--- config.mk ---
export PLATFORM = sky130hd
export DESIGN_NAME = placement_readout
export DESIGN_NICKNAME = d
export VERILOG_FILES = /design/src/rtl/placement_readout_pkg.sv /design/src/rtl/placement_rd_wait.sv /design/src/rtl/placement_readout.sv
export SDC_FILE = /design/constraint.sdc
export NUM_CORES = 1
export LEC_CHECK = 0
export CAP_MARGIN = 20
export CORE_MARGIN = 3
export CORE_UTILIZATION = 40
export DETAILED_ROUTE_END_ITERATION = 8
export PLACE_DENSITY_LB_ADDON = 0.2
export SLEW_MARGIN = 15
export SYNTH_ARGS = -nofsm -noshare
export SYNTH_HDL_FRONTEND = slang
export SYNTH_SLANG_ARGS = --single-unit
--- constraint.sdc ---
create_clock -name clk -period 7.6 [get_ports clk]
set_clock_uncertainty 0.15 [all_clocks]
set_input_delay 2.28 -clock clk [delete_from_list [all_inputs] [get_ports clk]]
set_output_delay 2.28 -clock clk [all_outputs]
set_load 0.01 [all_outputs]
--- src/rtl/placement_readout_pkg.sv ---
// Shared encodings for the placement reader/checker: record status codes,
// the EMPTY/unplaced marker (shared with the placement engine) and FSM states.
package placement_readout_pkg;

    typedef enum logic [1:0] {
        ST_OK            = 2'd0,
        ST_UNPLACED      = 2'd1,
        ST_OUT_OF_RANGE  = 2'd2,
        ST_GRID_MISMATCH = 2'd3
    } status_t;

    // Marks an unplaced node in pos_X/pos_Y and an empty cell in the grid RAM
    localparam int EMPTY = -1;

    typedef enum logic [3:0] {
        S_IDLE,
        S_RD_POS,
        S_WAIT_POS,
        S_CHECK,
        S_RD_GRID,
        S_WAIT_GRID,
        S_CMP,
        S_EMIT,
        S_DONE
    } state_t;

endpackage

--- src/rtl/placement_rd_wait.sv ---
// RAM read-latency timer: load on the read-enable cycle, expire_o flags the
// final wait cycle, after which the RAM output is captured.
module placement_rd_wait #(
    parameter int RD_LAT = 2
) (
    input  logic clk_i,
    input  logic rst_ni,
    input  logic load_i,
    input  logic run_i,
    output logic expire_o
);

    localparam int CW = 3;

    logic [CW-1:0] cnt_q, cnt_d;

    always_comb begin
        cnt_d = cnt_q;
        if (load_i) begin
            cnt_d = CW'(RD_LAT);
        end else if (run_i && (cnt_q != '0)) begin
            cnt_d = cnt_q - CW'(1);
        end
    end

    always_ff @(posedge clk_i or negedge rst_ni) begin
        if (!rst_ni) begin
            cnt_q <= '0;
        end else begin
            cnt_q <= cnt_d;
        end
    end

    assign expire_o = run_i && (cnt_q == CW'(1));

endmodule

--- src/rtl/placement_readout.sv ---
// Scans every node of a finished placement, checks its position against the
// grid RAM and streams one classified record per node on a valid/ready port.
module placement_readout
    import placement_readout_pkg::*;
#(
    parameter int N       = 8,
    parameter int N_NODES = 64,
    parameter int DW      = 32,
    parameter int PAW     = 7,
    parameter int GAW     = 12,
    parameter int RD_LAT  = 2
) (
    input  logic                  clk,
    input  logic                  reset,
    input  logic                  start,
    output logic                  busy,
    output logic                  done,
    output logic                  rePX,
    output logic                  rePY,
    output logic [PAW-1:0]        addrPX,
    output logic [PAW-1:0]        addrPY,
    input  logic signed [DW-1:0]  doutPX,
    input  logic signed [DW-1:0]  doutPY,
    output logic                  reGrid,
    output logic [GAW-1:0]        addrGrid,
    input  logic signed [DW-1:0]  doutGrid,
    output logic                  out_valid,
    input  logic                  out_ready,
    output logic [PAW-1:0]        out_node,
    output logic signed [DW-1:0]  out_x,
    output logic signed [DW-1:0]  out_y,
    output logic [1:0]            out_status,
    output logic [PAW:0]          err_count
);

    localparam logic signed [DW-1:0] EMPTY_W = DW'(EMPTY);
    localparam logic signed [DW-1:0] MAX_C   = DW'(N - 1);

    state_t                state_q;
    logic                  busy_q, done_q, rep_q, reg_q, valid_q;
    logic [PAW-1:0]        node_q;
    logic [GAW-1:0]        gaddr_q;
    logic signed [DW-1:0]  ox_q, oy_q;
    status_t               st_q;
    logic [PAW:0]          err_q;

    logic signed [DW-1:0]  x_q, y_q, grid_q;

    logic wait_load, wait_run, wait_exp;
    logic unplaced_d, out_range_d, grid_hit_d, last_node_d;

    // Address is formed at full data width, then only the low GAW bits are kept
    function automatic logic [GAW-1:0] grid_addr(input logic signed [DW-1:0] x,
                                                 input logic signed [DW-1:0] y);
        logic signed [DW-1:0] a;
        a = x * DW'(N) + y;
        return a[GAW-1:0];
    endfunction

    assign wait_load = (state_q == S_RD_POS) || (state_q == S_RD_GRID);
    assign wait_run  = (state_q == S_WAIT_POS) || (state_q == S_WAIT_GRID);

    placement_rd_wait #(
        .RD_LAT (RD_LAT)
    ) u_wait (
        .clk_i    (clk),
        .rst_ni   (reset),
        .load_i   (wait_load),
        .run_i    (wait_run),
        .expire_o (wait_exp)
    );

    // The -1 marker is tested before the signed range check
    assign unplaced_d  = (x_q == EMPTY_W) || (y_q == EMPTY_W);
    assign out_range_d = x_q[DW-1] || y_q[DW-1] || (x_q > MAX_C) || (y_q > MAX_C);
    assign grid_hit_d  = (grid_q == $signed(DW'(node_q)));
    assign last_node_d = (node_q == PAW'(N_NODES - 1));

    // RAM read data capture
    always_ff @(posedge clk) begin
        if ((state_q == S_WAIT_POS) && wait_exp) begin
            x_q <= doutPX;
            y_q <= doutPY;
        end
        if ((state_q == S_WAIT_GRID) && wait_exp) begin
            grid_q <= doutGrid;
        end
    end

    always_ff @(posedge clk or negedge reset) begin
        if (!reset) begin
            state_q <= S_IDLE;
            busy_q  <= 1'b0;
            done_q  <= 1'b0;
            rep_q   <= 1'b0;
            reg_q   <= 1'b0;
            valid_q <= 1'b0;
            node_q  <= '0;
            gaddr_q <= '0;
            ox_q    <= '0;
            oy_q    <= '0;
            st_q    <= ST_OK;
            err_q   <= '0;
        end else begin
            rep_q  <= 1'b0;
            reg_q  <= 1'b0;
            done_q <= 1'b0;
            unique case (state_q)
                S_IDLE: begin
                    if (start) begin
                        busy_q  <= 1'b1;
                        node_q  <= '0;
                        err_q   <= '0;
                        rep_q   <= 1'b1;
                        state_q <= S_RD_POS;
                    end
                end
                S_RD_POS:   state_q <= S_WAIT_POS;
                S_WAIT_POS: if (wait_exp) state_q <= S_CHECK;
                S_CHECK: begin
                    if (unplaced_d || out_range_d) begin
                        st_q    <= unplaced_d ? ST_UNPLACED : ST_OUT_OF_RANGE;
                        ox_q    <= x_q;
                        oy_q    <= y_q;
                        valid_q <= 1'b1;
                        state_q <= S_EMIT;
                    end else begin
                        reg_q   <= 1'b1;
                        gaddr_q <= grid_addr(x_q, y_q);
                        state_q <= S_RD_GRID;
                    end
                end
                S_RD_GRID:   state_q <= S_WAIT_GRID;
                S_WAIT_GRID: if (wait_exp) state_q <= S_CMP;
                S_CMP: begin
                    st_q    <= grid_hit_d ? ST_OK : ST_GRID_MISMATCH;
                    ox_q    <= x_q;
                    oy_q    <= y_q;
                    valid_q <= 1'b1;
                    state_q <= S_EMIT;
                end
                S_EMIT: begin
                    // Record and RAM traffic freeze until the sink accepts
                    if (out_ready) begin
                        valid_q <= 1'b0;
                        err_q   <= err_q + (PAW+1)'(st_q != ST_OK);
                        if (last_node_d) begin
                            busy_q  <= 1'b0;
                            done_q  <= 1'b1;
                            state_q <= S_DONE;
                        end else begin
                            node_q  <= node_q + PAW'(1);
                            rep_q   <= 1'b1;
                            state_q <= S_RD_POS;
                        end
                    end
                end
                S_DONE:  state_q <= S_IDLE;
                default: state_q <= S_IDLE;
            endcase
        end
    end

    assign busy       = busy_q;
    assign done       = done_q;
    assign rePX       = rep_q;
    assign rePY       = rep_q;
    assign addrPX     = node_q;
    assign addrPY     = node_q;
    assign reGrid     = reg_q;
    assign addrGrid   = gaddr_q;
    assign out_valid  = valid_q;
    assign out_node   = node_q;
    assign out_x      = ox_q;
    assign out_y      = oy_q;
    assign out_status = st_q;
    assign err_count  = err_q;

endmodule

Yosys cells after proc, flatten, opt, wreduce, memory -nomap -nowiden
Cells that the tools add are included.

Bitwise gates (word level): 1. Add/sub/neg operators: 4. Reduce and logical (&&, ||, !) cells: 25. Magnitude comparators: 2. Eq/ne operators: 19. Muxes and demuxes: 40.

Operators with widths (number): one-hot mux 32 bit (2 select lines) (2); == test 32 x 1 -> 1 bit, second input constant (2); > comparator 32 x 4 -> 1 bit, second input constant (2); 2-to-1 mux 32 bit (2); == test 32 x 8 -> 1 bit (1); one-hot mux 4 bit (8 select lines) (1); 2-to-1 mux 7 bit (3); 2-to-1 mux 4 bit (5); == test 4 x 3 -> 1 bit, second input constant (4); 2-to-1 mux 8 bit (2); one-hot mux 8 bit (2 select lines) (1); != test 2 bit, second input constant (7); one-hot mux 7 bit (2 select lines) (1); 2-to-1 mux 1 bit (13); adder 12 bit (1); AND reduction 4 bit (3); adder 8 x 1 -> 8 bit (1); == test 4 x 2 -> 1 bit, second input constant (2); 2-to-1 mux 2 bit (4); nonzero test 2 bit (4); adder 7 x 1 -> 7 bit, second input constant (1); == test 7 x 6 -> 1 bit, second input constant (1); logical OR 1 bit (7); 2-to-1 mux 3 bit (2); 12 further kinds (19).

Output and inout port bits: 113. Register bits after elaboration: 201. Input port bits: 100.

Depth between registers and ports, before layout
Gate-level depths: netlist of the first run.

Depth after elaboration: 6. Mapped depth: 8.

Modules after synthesis
Synthesis of the first run repeated with hierarchy kept, for this count alone.

Cells, all modules: 544. Area, all modules: 8240.4 um^2.

By module, submodules not included: placement_readout (cells an instance 525, times used 1, area each 8036.5 um^2); placement_rd_wait (cells an instance 19, times used 1, area each 203.9 um^2).

Worst setup path after synthesis of the first run
No wires, ideal clock.

Kind: register to register. From: register state_q[2]. To: register x_q[0], enable pin. Library setup time: 0.644 ns. Path slack: -0.090 ns. Cell stages (with the launch flop): 4. Data required time: 6.806 ns. Period minus slack after synthesis: 7.690 ns. Arrival: 6.896 ns. Cell sequence: dfrtp_1 -> clkbuf_1 -> clkbuf_1 -> nor4_1.

Longest elaborated chain between the ends: 4. Elaborated cells between the ends (all ways): 5. Those cells by class: 2 x eq/ne; 3 x reduce/logical.

RTL lines: start: declaration (RTL line placement_readout.sv:39) `state_t state_q;`; start signal: assignment (RTL line placement_readout.sv:92) `state_q <= S_IDLE;`; start signal: assignment (RTL line placement_readout.sv:115) `state_q <= S_RD_POS;`; start signal: assignment (RTL line placement_readout.sv:118) `S_RD_POS: state_q <= S_WAIT_POS;`; == test 4 x 2 -> 1 bit or == test 4 x 3 -> 1 bit (tied branches) (RTL line placement_readout.sv:61, placement_readout.sv:81); logical OR 1 bit (RTL line placement_readout.sv:61) `assign wait_run = (state_q == S_WAIT_POS) || (state_q == S_WAIT_GRID);`; logical AND 1 bit (RTL line placement_rd_wait.sv:34) `assign expire_o = run_i && (cnt_q == CW'(1));`; logical AND 1 bit (*) (RTL line placement_readout.sv:81) `if ((state_q == S_WAIT_POS) && wait_exp) begin`; end signal: assignment (RTL line placement_readout.sv:82) `x_q <= doutPX;`; end: declaration (RTL line placement_readout.sv:47) `logic signed [DW-1:0] x_q, y_q, grid_q;`.

Every way passes the cells marked *; elsewhere a longest branch is shown, timed or not. A chain may end at the register's enable or synchronous reset.

Final worst setup path of the first run
From: register node_q[2] (netlist: addrPX[2]). To: output addrPX[2].

RTL lines: start: declaration (RTL line placement_readout.sv:41) `logic [PAW-1:0] node_q;`; start signal: assignment (RTL line placement_readout.sv:152) `node_q <= node_q + PAW'(1);`; end: declaration (RTL line placement_readout.sv:20) `output logic [PAW-1:0] addrPX,`.

No word-level cell between the ends.

==> results.yml, run 1 <==
outcome:
  status: "finished, final reports clean"
synth:
  syn_area_um2: 8120
  ys_ff_latch: 201
  synth_edf_count: 96
  ys_types: 50
  ys_seq_area_share_pct: 67.9
  syn_nets: 660
  synth_area_per_cell_um2: 14.9
  synth_warnings: 0
  async_reset_ff_share_pct: 52.2
  synth.top_cell.area_share_pct: 35.5
  syn_inst: 545
  synth_top_area_cell: "edfxtp_1"
  synth_area_leaders: "edfxtp_1, dfrtp_1, mux2_2, ha_1, xnor2_1"
  synthFlopType: "dfrtp_1"
timing:
  fmax_mhz: 247
  slew_violations: 0
  rsz0062_at_grt: "no"
  setup_violations: 0
  period_share_pct: 53.2
  hold_ws_ps: 353
  worst_pin_slew_ps: 1030
  min_period_ps: 4040
  hold_viol: 0
  relSlewSlack_pct: 30.4
  fin_tns_setup_ps: 0
clocking:
  clk_latency_ps: 500
  clockBufferDepth: 3
  cts_setup_buffers: 0
  cts_tree: "yes"
  htree_levels: 1
  cts_buffers: 22
  root_buffer: "clkbuf_16"
  clock-sinks: 201
  post_cts_resized: 0
  cts_hold_buffers: 0
  clk_pin_slew_ps: 60
grt:
  top_usage_layer: "met2"
  grt.total_usage_pct: 17.6
  overflow: 0
  grtUsageMet2_pct: 30.3
  antenna_found_initial: 0
  grt_max_degree: 68
  gr-usage-met1_pct: 23.1
  grt_first_pass_wirelength_um: 30700
  globalRouteMet3Util_pct: 4.51
  first_global_vias: 5550
hold_path:
  hold_depth: 1
  min_path_type: "reg2reg"
  hold_path_end: "addrGrid[7]"
  holdCritStartpoint: "addrGrid[7]"
critical_path:
  cpPeakStageDelay_ps: 610
  r2r-end: "out_x[23]"
  worstSetupStartpointType: "register"
  crit_buf_inv: 1
  critical_path.max_fanout: 8
  crit_type: "reg2out"
  worstRegToRegCells: 6
  path_delay_family: "buffers and inverters"
  r2r_slack_ps: 4540
  cp_slowest_cell: "clkdlybuf4s50_1"
  arrival_ps: 1610
  timing.rr.start: "state_q[0]"
  cp_cell_sequence: "clkdlybuf4s50_1"
  end_kind: "output pin"
  required_ps: 5170
die:
  pin_count: 213
  die_y_um: 148
  initial_core_util_pct: 41.2
  die_w_um: 148
  coreArea_um2: 19700
  rows: 51
  die_area_um2: 22000
placed_design:
  port_buffers: 212
  place_area_um2: 10500
  gp_congestion: 0.784
  dpl.hpwl_um: 14200
detailed_routing:
  wl_per_cell_um: 19.1
  drt-initial-drc-count: 246
  viasPerCell: 5.10
  ant_nets: 0
  drt_wl_total_um: 19800
  drc: 0
  drtPass1Iterations: 4
  dr_total_vias: 5292
power:
  p_per_area_nw_per_um2: 334
  irDropWorstVdd_uv: 173
  power_leakage_uw: 0.00420
final_layout:
  areaGrowthSynthToFinish_pct: 36.9
  final_cell_area_um2: 11100
  layout_commonest_cell: "clkdlybuf4s50_1"
  mostFrequentLayoutCells: "clkdlybuf4s50_1, dfrtp_1, edfxtp_1, mux2_2"
  drive_gt1_share_pct: 15.8
  antennaDiodeCount: 0
  fin_nets: 872
flow_run:
  max-cap-violations: 0
## report_power, final
group	total, uW	switching (uW)	internal [uW]	leakage (uW)
Clock	976	409	567	0.000321
Sequential	1550	174	1380	0.00217
Combinational	1190	464	724	0.00171
## registers in the layout, summed over array words and instances, names as in the netlist
name	flops
state_q	4
rePX	1
reGrid	1
grid_q	32
y_q	32
addrGrid	12
busy	1
err_count	8
done	1
out_valid	1
x_q	32
u_wait.cnt_q	3
out_y	32
addrPX	7
out_x	32
out_status	2
## synth_stat cells (all sizes together) (2+ instances only)
cell type and instances:
a211oi 2, a21oi 7, and3 3, buf 22, clkbuf 7, dfrtp 105
edfxtp 96, ha 14, inv 20, mux2 77, nand2 19, nand2b 7
nand3 15, nand4 25, nor2 21, nor3 11, nor4 28, o21ai 9
o221a 2, or2 2, or3 3, or4 2, xnor2 20, xor2 7
## area by class of cell
class,count,area [um^2]
Fill cell,1572,8600
Tap cell,265,332
Inverter,20,75.1
Sequential cell,201,5510
Clock inverter,6,41.3
Timing Repair Buffer,217,2160
Clock buffer,34,626
Multi-Input combinational cell,295,2380
## cell families (layout without fill, tap and decap cells)
family	Yosys count	in the layout	share of synthesized area [%]
AO/OA/AOI/OAI	34	34	2.90
adder cells (fa/ha/maj)	15	15	2.40
multiplexers	78	78	11.1
XOR/XNOR	27	27	2.91
buffers and inverters	49	277	3.22
AND/OR/NAND/NOR	141	141	9.58
flip-flops	201	201	67.9
## metal layers
layer | up-vias | wire, um | share of wire (%)
met5 | - | 0 | 0
met1 | 2654 | 8330 | 42
met3 | 22 | 1270 | 6.4
met2 | 176 | 9980 | 50
met4 | 0 | 242 | 1.2
li1 | 2440 | - | -
## stage by stage
stage               utilization (%)  setup WS [ps]  std cells  total power [uW]
floorplan                         -           2630        545              2170
global placement               53.0           3190        998              2740
detailed placement             53.0           3140        998              2780
CTS                            56.4           3540       1038              3770
global route                   56.4           3510       1038              3900
finish                         56.4           3560       1038              3720
## worst max path at each step
stage	start	end	slack [ps]	depth (start not counted)
final	addrPX[2]	addrPX[2]	3560	1
after global routing	start	err_count[4]	3510	6
after CTS	addrPX[3]	out_node[3]	3540	1
after detailed placement	start	err_count[6]	3140	6
after global placement	start	err_count[6]	3190	6
after floorplan	state_q[2]	x_q[0]	2630	3
No activity file was read; power rests on OpenSTA's default activity.
==> run 2: changes to the inputs <==
==> constraint.sdc (replaced) <==
create_clock -name clk -period 3.4 [get_ports clk]
set_clock_uncertainty 0.15 [all_clocks]
set_input_delay 1.02 -clock clk [delete_from_list [all_inputs] [get_ports clk]]
set_output_delay 1.02 -clock clk [all_outputs]
set_load 0.01 [all_outputs]
==> run 2 against run 1 <==
Compared with the run above: sequential power rose by 120%; clock-buffer cell count did not move; die area did not move; worst hold slack got worse by 41 ps; register-to-register slack worse by 3900 ps; largest cell class unchanged; via count shrank 0.32%; first-iteration DRC count fell by 0.41%; routed wire length rose by 3.0%.
==> results.yml, run 2 (synthesis gave the netlist of run 1 again) <==
final_layout:
  antennaDiodeCount: 0
  fin_nets: 879
  layout_commonest_cell: "clkdlybuf4s50_1"
  mostFrequentLayoutCells: "clkdlybuf4s50_1, dfrtp_1, edfxtp_1, mux2_2"
  areaGrowthSynthToFinish_pct: 38.4
  final_cell_area_um2: 11200
  drive_gt1_share_pct: 17.2
  final_cells: 1045
detailed_routing:
  drtPass1Iterations: 4
  ant_nets: 0
  dr_total_vias: 5275
  drt-initial-drc-count: 245
  viasPerCell: 5.05
  drc: 0
  drt_wl_total_um: 20400
  wl_per_cell_um: 19.5
clocking:
  clock-sinks: 201
  cts_setup_buffers: 0
  clk_latency_ps: 510
  clockBufferDepth: 3
  cts_tree: "yes"
  post_cts_resized: 0
  cts_hold_buffers: 0
  cts_buffers: 22
  root_buffer: "clkbuf_16"
  htree_levels: 1
  clk_pin_slew_ps: 60
timing:
  worst_pin_slew_ps: 956
  slew_violations: 0
  period_share_pct: 82.3
  hold_viol: 0
  fmax_mhz: 357
  relSlewSlack_pct: 35.3
  fin_tns_setup_ps: 0
  setup_violations: 0
  min_period_ps: 2800
  rsz0062_at_grt: "no"
hold_path:
  min_path_type: "in2async"
grt:
  grtUsageMet2_pct: 30.1
  grt_max_degree: 62
  gr-usage-met1_pct: 24.5
  grt_first_pass_wirelength_um: 32000
  first_global_vias: 5638
  globalRouteMet3Util_pct: 5.12
  top_usage_layer: "met2"
  overflow: 0
  antenna_found_initial: 0
  grt.total_usage_pct: 18.4
critical_path:
  path_delay_family: "buffers and inverters"
  crit_type: "reg2out"
  crit_buf_inv: 1
  cp_slowest_cell: "clkdlybuf4s50_1"
  critical_path.max_fanout: 7
  arrival_ps: 1630
  worstSetupStartpointType: "register"
  required_ps: 2230
  end_kind: "output pin"
  cpPeakStageDelay_ps: 620
  cp_cell_sequence: "clkdlybuf4s50_1"
power:
  p_per_area_nw_per_um2: 751
  power_leakage_uw: 0.00425
  irDropWorstVdd_uv: 414
  total_power_uw: 8440
flow_run:
  max-cap-violations: 0
outcome:
  status: "finished, final reports clean"
die:
  die_area_um2: 22000
  coreArea_um2: 19700
  die_w_um: 148
  die_y_um: 148
  initial_core_util_pct: 41.2
  pin_count: 213
  rows: 51
placed_design:
  gp_congestion: 0.797
  dpl.hpwl_um: 14900
  place_inst: 1005
  port_buffers: 212
  place_area_um2: 10600
-- run 2: path summary, 6_finish.rpt --
check / from / endpoint / slack, ps / depth (start not counted)
max reg2reg: y_q[15] / addrGrid[6] / 610 / 6
max in group asynchronous: reset / out_x[21] / 2060 / 2
min reg2reg: addrGrid[1] / addrGrid[1] / 350 / 1
max: addrPX[3] / out_node[3] / 600 / 1
min: reset / out_y[1] / 310 / 1
min in group clk: addrGrid[1] / addrGrid[1] / 350 / 1
-- run 2: metrics by stage --
| stage | setup WS, ps | util, % | hold WS [ps] |
|---|---|---|---|
| 6_report | 602 | 57.0 | 312 |
| 3_5_place_dp | 338 | 53.5 | 344 |
| 5_1_grt | 364 | 57.0 | 334 |
| 2_1_floorplan | 21.9 | - | 351 |
| 3_3_place_gp | 374 | 53.5 | 324 |
| 4_1_cts | 516 | 57.0 | 307 |
-- run 2: cell type report --
type / count / area (um^2)
tap: 265 / 332
multi-input combinational: 295 / 2410
clock inverter: 6 / 42.5
timing repair buffer: 224 / 2230
inverter: 20 / 75.1
fill: 1563 / 8480
sequential: 201 / 5510
clock buffer: 34 / 636
-- run 2: metal layers --
metal,wire [um],vias to the layer above
li1,-,2457
met1,8580,2619
met2,9980,166
met3,1350,33
met4,506,0
met5,0,-
-- run 2: power by group --
group,switching (uW),total [uW],leakage (uW),internal [uW]
clock,938,2230,0.000330,1290
sequential,331,3410,0.00217,3080
combinational,1130,2800,0.00176,1670
total,2400,8440,0.00425,6040
==> run 3: changes to the inputs <==
==> constraint.sdc (replaced) <==
create_clock -name clk -period 2.7 [get_ports clk]
set_clock_uncertainty 0.15 [all_clocks]
set_input_delay 0.81 -clock clk [delete_from_list [all_inputs] [get_ports clk]]
set_output_delay 0.81 -clock clk [all_outputs]
set_load 0.01 [all_outputs]
==> run 3 against run 2 <==
Compared with the run above: global-route usage is 0.14 points lower; largest cell class unchanged; clock power is 30% higher; die area stayed put; register-to-register slack worse by 460 ps; largest power group unchanged; sequential share of layout area is 0.85 points lower.
==> results.yml, run 3 (synthesis gave the netlist of run 1 again) <==
outcome:
  status: "finished, final reports clean"
critical_path:
  end_kind: "output pin"
  cp_slowest_cell: "clkdlybuf4s50_1"
  required_ps: 1740
  cp_cell_sequence: "clkdlybuf4s50_1"
  path_delay_family: "buffers and inverters"
  worstRegToRegCells: 7
  timing.rr.start: "x_q[14]"
  critical_path.max_fanout: 8
  crit_type: "reg2out"
  cp_num_cells: 1
  worstSetupStartpointType: "register"
  arrival_ps: 1650
  cpPeakStageDelay_ps: 630
  crit_start: "addrPX[0]"
  crit_buf_inv: 1
die:
  coreArea_um2: 19700
  rows: 51
  pin_count: 213
  die_y_um: 148
  initial_core_util_pct: 41.2
  die_w_um: 148
  die_area_um2: 22000
clocking:
  cts_tree: "yes"
  cts_buffers: 23
  clock-sinks: 201
  clk_pin_slew_ps: 60
  htree_levels: 1
  clockBufferDepth: 3
  root_buffer: "clkbuf_16"
  clk_latency_ps: 510
timing:
  slew_violations: 0
  setup_violations: 0
  relSlewSlack_pct: 33.7
  fin_tns_setup_ps: 0
  min_period_ps: 2610
  period_share_pct: 96.5
  worst_pin_slew_ps: 978
  fmax_mhz: 384
  hold_viol: 0
  rsz0062_at_grt: "no"
power:
  p_switching_uw: 3090
  combPwrFrac_pct: 33.5
  cellInternalPower_uw: 7730
  p_per_area_nw_per_um2: 946
  power_leakage_uw: 0.00437
  irDropWorstVdd_uv: 511
  netSwitchingFraction_pct: 28.5
  power_frac_clock_pct: 26.8
  total_power_uw: 10800
  seqPwrFrac_pct: 39.7
final_layout:
  final_cell_area_um2: 11400
  areaGrowthSynthToFinish_pct: 40.8
  mostFrequentLayoutCells: "clkdlybuf4s50_1, dfrtp_1, edfxtp_1, mux2_2, buf_4"
  fin_nets: 898
  final_util_pct: 58.0
  layout_commonest_cell: "clkdlybuf4s50_1"
  antennaDiodeCount: 0
  drive_gt1_share_pct: 19.1
placed_design:
  gp_congestion: 0.795
  place_area_um2: 10700
  port_buffers: 212
  dpl.hpwl_um: 15200
detailed_routing:
  viasPerCell: 5.00
  drc: 0
  wl_per_cell_um: 19.3
  drt-initial-drc-count: 254
  drt_wl_total_um: 20600
  ant_nets: 0
  drtPass1Iterations: 4
  dr_total_vias: 5322
grt:
  grt.total_usage_pct: 18.3
  grt_max_degree: 47
  antenna_found_initial: 0
  overflow: 0
  first_global_vias: 5746
  grt_first_pass_wirelength_um: 31700
flow_run:
  max-cap-violations: 0
hold_path:
  min_path_type: "in2async"
[run 3: metrics by stage]
step	instances	hold slack (ps)	setup WS, ps
final	1065	174	93.4
after global routing	1065	200	10.9
after CTS	1064	182	22.6
after detailed placement	1022	328	-74.4
after global placement	1022	316	-13.9
after floorplan	545	351	-678
[run 3: repair_timing]
item,4_1_cts,5_1_grt
gates resized for setup,0,1
hold buffers,0,0
endpoints found under the setup margin,0,67
buffers inserted,0,1
[run 3: metal layers]
layer | global-route usage (%) | vias to the layer above | routed length, um
li1 | - | 2498 | -
met2 | 30.2 | 153 | 10200
met1 | 24.1 | 2644 | 8690
met3 | 5.18 | 27 | 1310
met5 | 0 | - | 0
met4 | 4.43 | 0 | 357
[run 3: final cells by class]
class,count,area [um^2]
well taps,265,332
fillers,1567,8280
clock inverters,5,42.5
multi-input cells,295,2410
clock buffers,37,668
repair buffers,242,2390
inverters,20,75.1
flip-flops and latches,201,5510
[run 3: worst register-to-register path: stages (launching register included)]
cell and delay, ps:
edfxtp_1 460, nor4_2 330, nand4_1 290, nor4_4 270, buf_4 190, o22ai_4 180
buf_4 270, mux2_2 290
[run 3: worst paths after layout]
check,end,slack (ps)
max in group asynchronous,out_y[18],1560
min in group clk,busy,340
max reg2reg,out_y[12],150
min reg2reg,busy,340
min,out_y[1],170
max,out_node[0],90
[run 3: power by group through the flow]
stage	Sequential, uW	Clock (uW)	Combinational [uW]
6_report	4300	2900	3620
5_1_grt	4380	3130	3870
4_1_cts	4310	2990	3660
3_5_place_dp	4360	0	3650
3_3_place_gp	4330	0	3530
2_1_floorplan	4540	0	1590
